`config.mk`:
```
export PLATFORM = sky130hd
export DESIGN_NAME = tft_mem_server
export DESIGN_NICKNAME = d
export VERILOG_FILES = /design/src/rtl/tft_mem_server.sv
export SDC_FILE = /design/constraint.sdc
export NUM_CORES = 1
export LEC_CHECK = 0
export CAP_MARGIN = 20
export CORE_MARGIN = 3
export CORE_UTILIZATION = 29
export DETAILED_ROUTE_END_ITERATION = 16
export HOLD_SLACK_MARGIN = 0.1
export PLACE_DENSITY = 0.56
export SKIP_LAST_GASP = 1
export SLEW_MARGIN = 20
export SYNTH_ARGS = -nofsm -noshare
export SYNTH_HDL_FRONTEND = slang
export SYNTH_SLANG_ARGS = --single-unit
export TNS_END_PERCENT = 100
```
`constraint.sdc`:
```
create_clock -name clkSYS -period 5.1 [get_ports clkSYS]
set_clock_uncertainty 0.1 [all_clocks]
set_input_delay 0.51 -clock clkSYS [delete_from_list [all_inputs] [get_ports clkSYS]]
set_output_delay 0.51 -clock clkSYS [all_outputs]
set_load 0.02 [all_outputs]
```
`src/rtl/tft_mem_server.sv`:
```
// Memory-side responder for the display refill protocol: one request at a time,
// BURST pipelined backend reads forwarded in order, with abort and overrun detection.
module tft_mem_server #(
  parameter int AN     = 24,
  parameter int DN     = 16,
  parameter int BURST  = 8,
  parameter int MAXLAT = 15
) (
  input  logic          clkSYS,
  input  logic          reset,
  input  logic          req,
  input  logic [AN-1:0] req_addr,
  output logic          req_ack,
  input  logic          abort,
  output logic [DN-1:0] mem_data,
  output logic          mem_valid,
  output logic [AN-1:0] bus_addr,
  output logic          bus_rd,
  input  logic          bus_ready,
  input  logic [DN-1:0] bus_rdata,
  input  logic          bus_rvalid,
  output logic          busy,
  output logic          overrun
);

  localparam int CW = $clog2(BURST) + 1;
  localparam logic [CW-1:0] LAST_CMD = CW'(BURST - 1);

  if (BURST < 1 || BURST > 64 || (BURST & (BURST - 1)) != 0 || MAXLAT < 1) begin : g_bad_params
    $error("tft_mem_server: BURST must be a power of two in 1..64 and MAXLAT >= 1");
  end

  typedef enum logic [1:0] {
    IDLE,
    ISSUE,
    DRAIN
  } state_t;

  state_t          state_q, state_d;
  logic [AN-1:0]   base_q, base_d;
  logic [CW-1:0]   issue_cnt_q, issue_cnt_d;
  logic [CW-1:0]   outstanding_q, outstanding_d;
  logic [AN-1:0]   bus_addr_q, bus_addr_d;
  logic            bus_rd_q, bus_rd_d;
  logic            req_ack_q, req_ack_d;
  logic            mem_valid_q, mem_valid_d;
  logic [DN-1:0]   mem_data_q, mem_data_d;
  logic            aborted_q, aborted_d;
  logic            overrun_q, overrun_d;
  logic            busy_q, busy_d;

  logic            accept;
  logic            rv_ok;

  assign accept = bus_rd_q & bus_ready;
  // Returns with nothing outstanding are strays (e.g. after a reset) and never count.
  assign rv_ok  = bus_rvalid & (outstanding_q != '0);

  always_comb begin
    state_d       = state_q;
    base_d        = base_q;
    issue_cnt_d   = issue_cnt_q;
    bus_rd_d      = bus_rd_q;
    req_ack_d     = 1'b0;
    aborted_d     = aborted_q;

    case ({accept, rv_ok})
      2'b10:   outstanding_d = outstanding_q + CW'(1);
      2'b01:   outstanding_d = outstanding_q - CW'(1);
      default: outstanding_d = outstanding_q;
    endcase

    mem_valid_d = rv_ok & ~abort & ~aborted_q;
    mem_data_d  = mem_valid_d ? bus_rdata : mem_data_q;
    overrun_d   = overrun_q | (bus_rvalid & (outstanding_q == '0));

    case (state_q)
      IDLE: begin
        aborted_d = 1'b0;
        bus_rd_d  = 1'b0;
        if (req && !abort) begin
          base_d      = req_addr;
          issue_cnt_d = '0;
          req_ack_d   = 1'b1;
          bus_rd_d    = 1'b1;
          state_d     = ISSUE;
        end
      end
      ISSUE: begin
        if (accept) begin
          issue_cnt_d = issue_cnt_q + CW'(1);
        end
        if (abort) begin
          aborted_d = 1'b1;
          bus_rd_d  = 1'b0;
          state_d   = DRAIN;
        end else if (accept && issue_cnt_q == LAST_CMD) begin
          bus_rd_d = 1'b0;
          state_d  = DRAIN;
        end
      end
      DRAIN: begin
        bus_rd_d = 1'b0;
        if (abort) begin
          aborted_d = 1'b1;
        end
        if (outstanding_q == '0 && !bus_rvalid) begin
          aborted_d = 1'b0;
          state_d   = IDLE;
        end
      end
      default: begin
        bus_rd_d = 1'b0;
        state_d  = IDLE;
      end
    endcase

    bus_addr_d = base_d + AN'(issue_cnt_d);
    busy_d     = (state_d != IDLE);
  end

  always_ff @(posedge clkSYS) begin
    if (reset) begin
      state_q       <= IDLE;
      base_q        <= '0;
      issue_cnt_q   <= '0;
      outstanding_q <= '0;
      bus_addr_q    <= '0;
      bus_rd_q      <= 1'b0;
      req_ack_q     <= 1'b0;
      mem_valid_q   <= 1'b0;
      mem_data_q    <= '0;
      aborted_q     <= 1'b0;
      overrun_q     <= 1'b0;
      busy_q        <= 1'b0;
    end else begin
      state_q       <= state_d;
      base_q        <= base_d;
      issue_cnt_q   <= issue_cnt_d;
      outstanding_q <= outstanding_d;
      bus_addr_q    <= bus_addr_d;
      bus_rd_q      <= bus_rd_d;
      req_ack_q     <= req_ack_d;
      mem_valid_q   <= mem_valid_d;
      mem_data_q    <= mem_data_d;
      aborted_q     <= aborted_d;
      overrun_q     <= overrun_d;
      busy_q        <= busy_d;
    end
  end

  assign req_ack   = req_ack_q;
  assign mem_valid = mem_valid_q;
  assign mem_data  = mem_data_q;
  assign bus_addr  = bus_addr_q;
  assign bus_rd    = bus_rd_q;
  assign busy      = busy_q;
  assign overrun   = overrun_q;

endmodule
```
# After elaboration in Yosys (flattened, before gate mapping)
# Index checks and enable logic that the tools add are counted.
[word_totals]
ff_bits = 80
latch_bits = 0
ramBits = 0
mem_bits_ro = 0
in_bits = 46
output_inout_bits = 45
word_cells = 61
mem_count = 0
[op_classes]
addsub = 4
n_mul = 0
n_div = 0
order_cmp = 0
eq_ne = 6
shift = 0
mux = 18
bitwise = 9
n_reduce_logical = 12
[op_table]
columns = ["cell", "n"]
rows = [
  ["24-bit 2-to-1 mux", 2],
  ["24-bit by 4-bit adder with 24-bit output", 1],
  ["4-bit one-hot mux with 2 select lines", 2],
  ["4-bit by 1-bit adder with 4-bit output, second input constant", 2],
  ["2-bit 2-to-1 mux", 4],
  ["4-bit 2-to-1 mux", 2],
  ["2-bit one-hot mux with 3 select lines", 1],
  ["1-bit AND", 5],
  ["1-bit 2-to-1 mux", 5],
  ["2-bit by 1-bit equality test with 1-bit output, second input constant", 2],
  ["2-bit equality test, second input constant", 2],
  ["4-bit by 3-bit equality test with 1-bit output, second input constant", 1],
  ["4-bit zero test", 1],
  ["2-bit nonzero test", 2],
  ["4-bit nonzero test", 1],
  ["4-bit by 1-bit subtractor with 4-bit output, second input constant", 1],
  ["1-bit logical AND", 3],
  ["3-bit != test, second input constant", 1],
  ["1-bit inverter", 3],
  ["1-bit one-hot mux with 3 select lines", 1],
  ["3-bit nonzero test", 1],
  ["1-bit zero test", 2],
  ["2-bit zero test", 1],
  ["1-bit one-hot mux with 2 select lines", 1],
  ["2 further kinds", 2],
]

# Longest topological paths before layout
[depth]
word_depth = 6
ltp_mapped = 16
ltp_nobuf = 13

# Worst setup path before layout
# Ideal clock, no wire load.
[synth_path]
path_type = "register to register"
start = "register state_q[0]"
end = "register bus_addr_q[22] (netlist: bus_addr[22])"
setup_time_ps = 123
arrival_ps = 3599
required_ps = 4877
path_slack_ps = 1278
path_stages_with_launch = 17
path_buffers = 3
period_less_slack_ps = 3822
path_cell_list = "dfxtp_1 -> inv_1 -> ha_1 -> and3b_1 -> buf_6 -> buf_2 -> buf_2 -> a21oi_1 -> a22o_1 -> ha_1 -> inv_1 -> fa_1 -> nor2b_1 -> o21ai_0 -> a221o_1 -> nor3_1 -> mux2_1"
[synth_via]
elab_chain_cells = 3
word_cells_on_any_way = 5
cone_classes = "1 x add/sub; 1 x eq/ne; 2 x mux; 1 x reduce/logical"
[synth_lines]
columns = ["element", "line", "source"]
rows = [
  ["from (decl)", "39", "state_t state_q, state_d;"],
  ["from (signal assigned)", "137", "state_q <= state_d;"],
  ["2-bit by 1-bit equality test with 1-bit output / 2-bit zero test (equally long branches)", "77", "case (state_q)"],
  ["4-bit one-hot mux with 2 select lines (*)", "77", ""],
  ["named net issue_cnt_d[0]", "41", "logic [CW-1:0] issue_cnt_q, issue_cnt_d;"],
  ["24-bit by 4-bit adder with 24-bit output (*)", "118", "bus_addr_d = base_d + AN'(issue_cnt_d);"],
  ["to (signal assigned)", "141", "bus_addr_q <= bus_addr_d;"],
  ["to (decl)", "43", "logic [AN-1:0] bus_addr_q, bus_addr_d;"],
]
# The timed path passes the listed nets; every way through them passes the cells marked *.
# A chain may end at the register's enable or synchronous reset.

# Final worst setup path
[layout_path]
start = "input abort"
end = "register bus_addr_q[22] (netlist: bus_addr[22])"
[layout_via]
elab_chain_cells = 5
word_cells_on_any_way = 7
cone_classes = "1 x add/sub; 4 x mux; 2 x reduce/logical"
[layout_lines]
columns = ["element", "line", "source"]
rows = [
  ["from (decl)", "14", "input logic abort,"],
  ["1-bit zero test", "81", "if (req && !abort) begin"],
  ["1-bit logical AND", "81", ""],
  ["4-bit 2-to-1 mux", "81", ""],
  ["4-bit one-hot mux with 2 select lines", "77", ""],
  ["named net issue_cnt_d[0]", "41", ""],
  ["24-bit by 4-bit adder with 24-bit output", "118", ""],
]
# The timed path passes the listed nets, and every way through them passes these cells.

==> metrics.txt <==
outcome completed; FFs w/ async S/R, synth 0; Post-CTS Setup Repair Bufs 0; Clock Pin Slew Worst Setup and Hold Paths roughly 0.060 ns; initial antenna violation count 0; drt total wl 9.23 mm; most frequent cell after synthesis dfxtp_1; height of the chip 118 µm; hold_buf cts 0; Initial Util 0.300; Setup TNS 0 ns; Slew Viols, Final 0; detailed-route via count about 3200; endpoints failing setup 0; Yosys top cell by area dfxtp_1; Routed Antenna Nets 0; Yosys cell types 52; CP max stage cell clkdlybuf4s50_1; worst hold path class flip-flop to flip-flop; max_cap viols 0; Syn Std Cell Area 3650 µm²; Die X 118 µm; clk sink count 80; maximum VDD drop 0.000200 V; CTS tree yes; First DRT Iteration DRCs 206; TritonRoute pass-1 iters 4; CP peak stage delay 0.58 ns; DRC errors left 0; deepest clock path buffer count 2; actual slew at the worst max-slew pin roughly 0.67 ns; root buffer cell clkbuf_16; H-tree depth 3; utilization after layout 0.414; sequential area share after synthesis 0.439; CTS Buf Count 9; Synth area leaders dfxtp_1, mux2i_1, nand2_1, nor2_1, ha_1; Critical Path Sink Type flip-flop; slew margin rel. 0.554; Pleak 1.93 nW; number of global-route vias before repair 3177; Remaining Overflow, GRT 0; Vias/cell roughly 4.7; clk_lat worst skew 0.34 ns; nets 565; I/O pin count 91; main flop type after synthesis dfxtp_1; Final Cycle Share 0.763; ANT cells 0; synthesized area per cell 8.78 µm²; synthesized netlist cell count 416; final hold violations 0; post-synth top area share 0.439; Post-synth EDFFs 0; pwr dens 318 nW/µm²; total track usage 0.138; critical path launch point type input port; Layout area overhead 37.8%; Avg WL per Cell 13.6 µm; ratio of cells with drive above 1 in the final layout 0.0530; CP required ~5.2 ns; PortBufs 90; RSZ-0062 raised after global routing false; Syn Nets 477; die area 14000 µm²; CP max FO 8; Crit Path Class input port to flip-flop; Core Area 12200 µm²; Cell Chain, Critical Path clkdlybuf4s50_1 -> and3b_2 -> a21oi_1 -> a22o_1 -> ha_1 -> inv_1 -> fa_1 -> nor2b_1 -> o21ai_0 -> a221o_1 -> nor3_1 -> mux2_1; min cycle time layout 3.89 ns; largest net degree at the start of global routing 48; Post-synth top cells dfxtp_1, nand2_1, nor2_1; post-DP HPWL 6.66 mm; FMAX 257 MHz; Final Wtd Congestion 0.790; Post-CTS Resized 0; first-pass GRT wire length 15.6 mm; num rows 40; Seq cells post-synth 80; layout filler cell count 1239; Ys Warns 0; arrival time at the worst endpoint 4.02 ns
## placed cells by master (no fill, tap or decap), drive strengths merged, types with 6 or more instances in the layout
cell type | netlist | final
xor2 | 6 | 6
and3 | 8 | 8
inv | 14 | 14
nand3 | 6 | 6
nor2 | 51 | 51
nand4 | 6 | 6
clkdlybuf4s50 | 0 | 89
xnor2 | 10 | 10
nand2 | 56 | 56
o21ai | 8 | 8
ha | 13 | 13
a21oi | 30 | 30
nor2b | 8 | 8
mux2i | 24 | 24
dfxtp | 80 | 80
nor3 | 13 | 13
clkbuf | 6 | 14
## power breakdown
part	internal, mW	switching, mW
sequential	0.659	0.0187
combinational	0.115	0.128
clock	0.432	0.247
## per-layer routing
layer,vias to the layer above,track usage,share of wire
li1,1620,-,-
met1,1443,0.172,0.46
met2,100,0.217,0.46
met3,9,0.0627,0.069
met4,0,0.0359,0.011
met5,-,0,0
## worst paths after layout
kind                            startpoint                        to  slack (ns)  cells after the start
setup reg to reg     state_q[0]$_SDFF_PP0_   bus_addr[22]$_SDFF_PP0_        1.23                     13
hold reg to reg   mem_data[2]$_SDFFE_PP0P_  mem_data[2]$_SDFFE_PP0P_        0.35                      2
setup / recovery                     abort   bus_addr[22]$_SDFF_PP0_        1.21                     12
hold / removal    mem_data[2]$_SDFFE_PP0P_  mem_data[2]$_SDFFE_PP0P_        0.35                      2
## worst max-delay path, delay by kind of cell
kind / cells / cell delay (ns)
and+or+nand+nor: 3 / 0.72
adders and majority gates: 2 / 0.58
buffers and inverters: 2 / 0.64
muxes: 1 / 0.35
AOI/OAI and AO/OA: 4 / 1.20
## state kept, by name, indices dropped and copies added, names as in the netlist
name,cells
aborted_q,1
mem_valid,1
overrun,1
req_ack,1
bus_rd,1
base_q,24
busy,1
issue_cnt_q,4
mem_data,16
bus_addr,24
outstanding_q,4
state_q,2
## layout make-up
type / count / area (µm²) / area share
clock buffers: 14 / 284 / 0.0565
clock inverters: 2 / 35.0 / 0.00697
inverters: 14 / 52.6 / 0.0104
multi-input cells: 305 / 1920 / 0.382
flip-flops and latches: 80 / 1600 / 0.318
well taps: 168 / 210 / 0.0418
repair buffers: 94 / 926 / 0.184
## per-stage QoR
step	instances	total power [mW]	hold WS (ns)	worst slack, ns	area (µm²)
finish	677	1.60	0.352	1.21	5030
global route	677	1.68	0.370	0.999	5030
CTS	677	1.63	0.355	1.20	5030
detailed placement	661	0.935	0.347	0.876	4710
global placement	661	0.933	0.343	0.988	4710
floorplan	416	0.827	0.344	1.28	3650
## cell families (layout without fill, tap and decap cells)
logic type	after synthesis	count (layout)	synth area share
simple gates	169	169	0.216
fa+ha+maj	15	15	0.0555
buf+inv	31	124	0.0356
flops	80	80	0.439
compound gates	76	76	0.134
xor+xnor	16	16	0.0384
mux	29	29	0.0822
(Power assumes the default switching activity.)
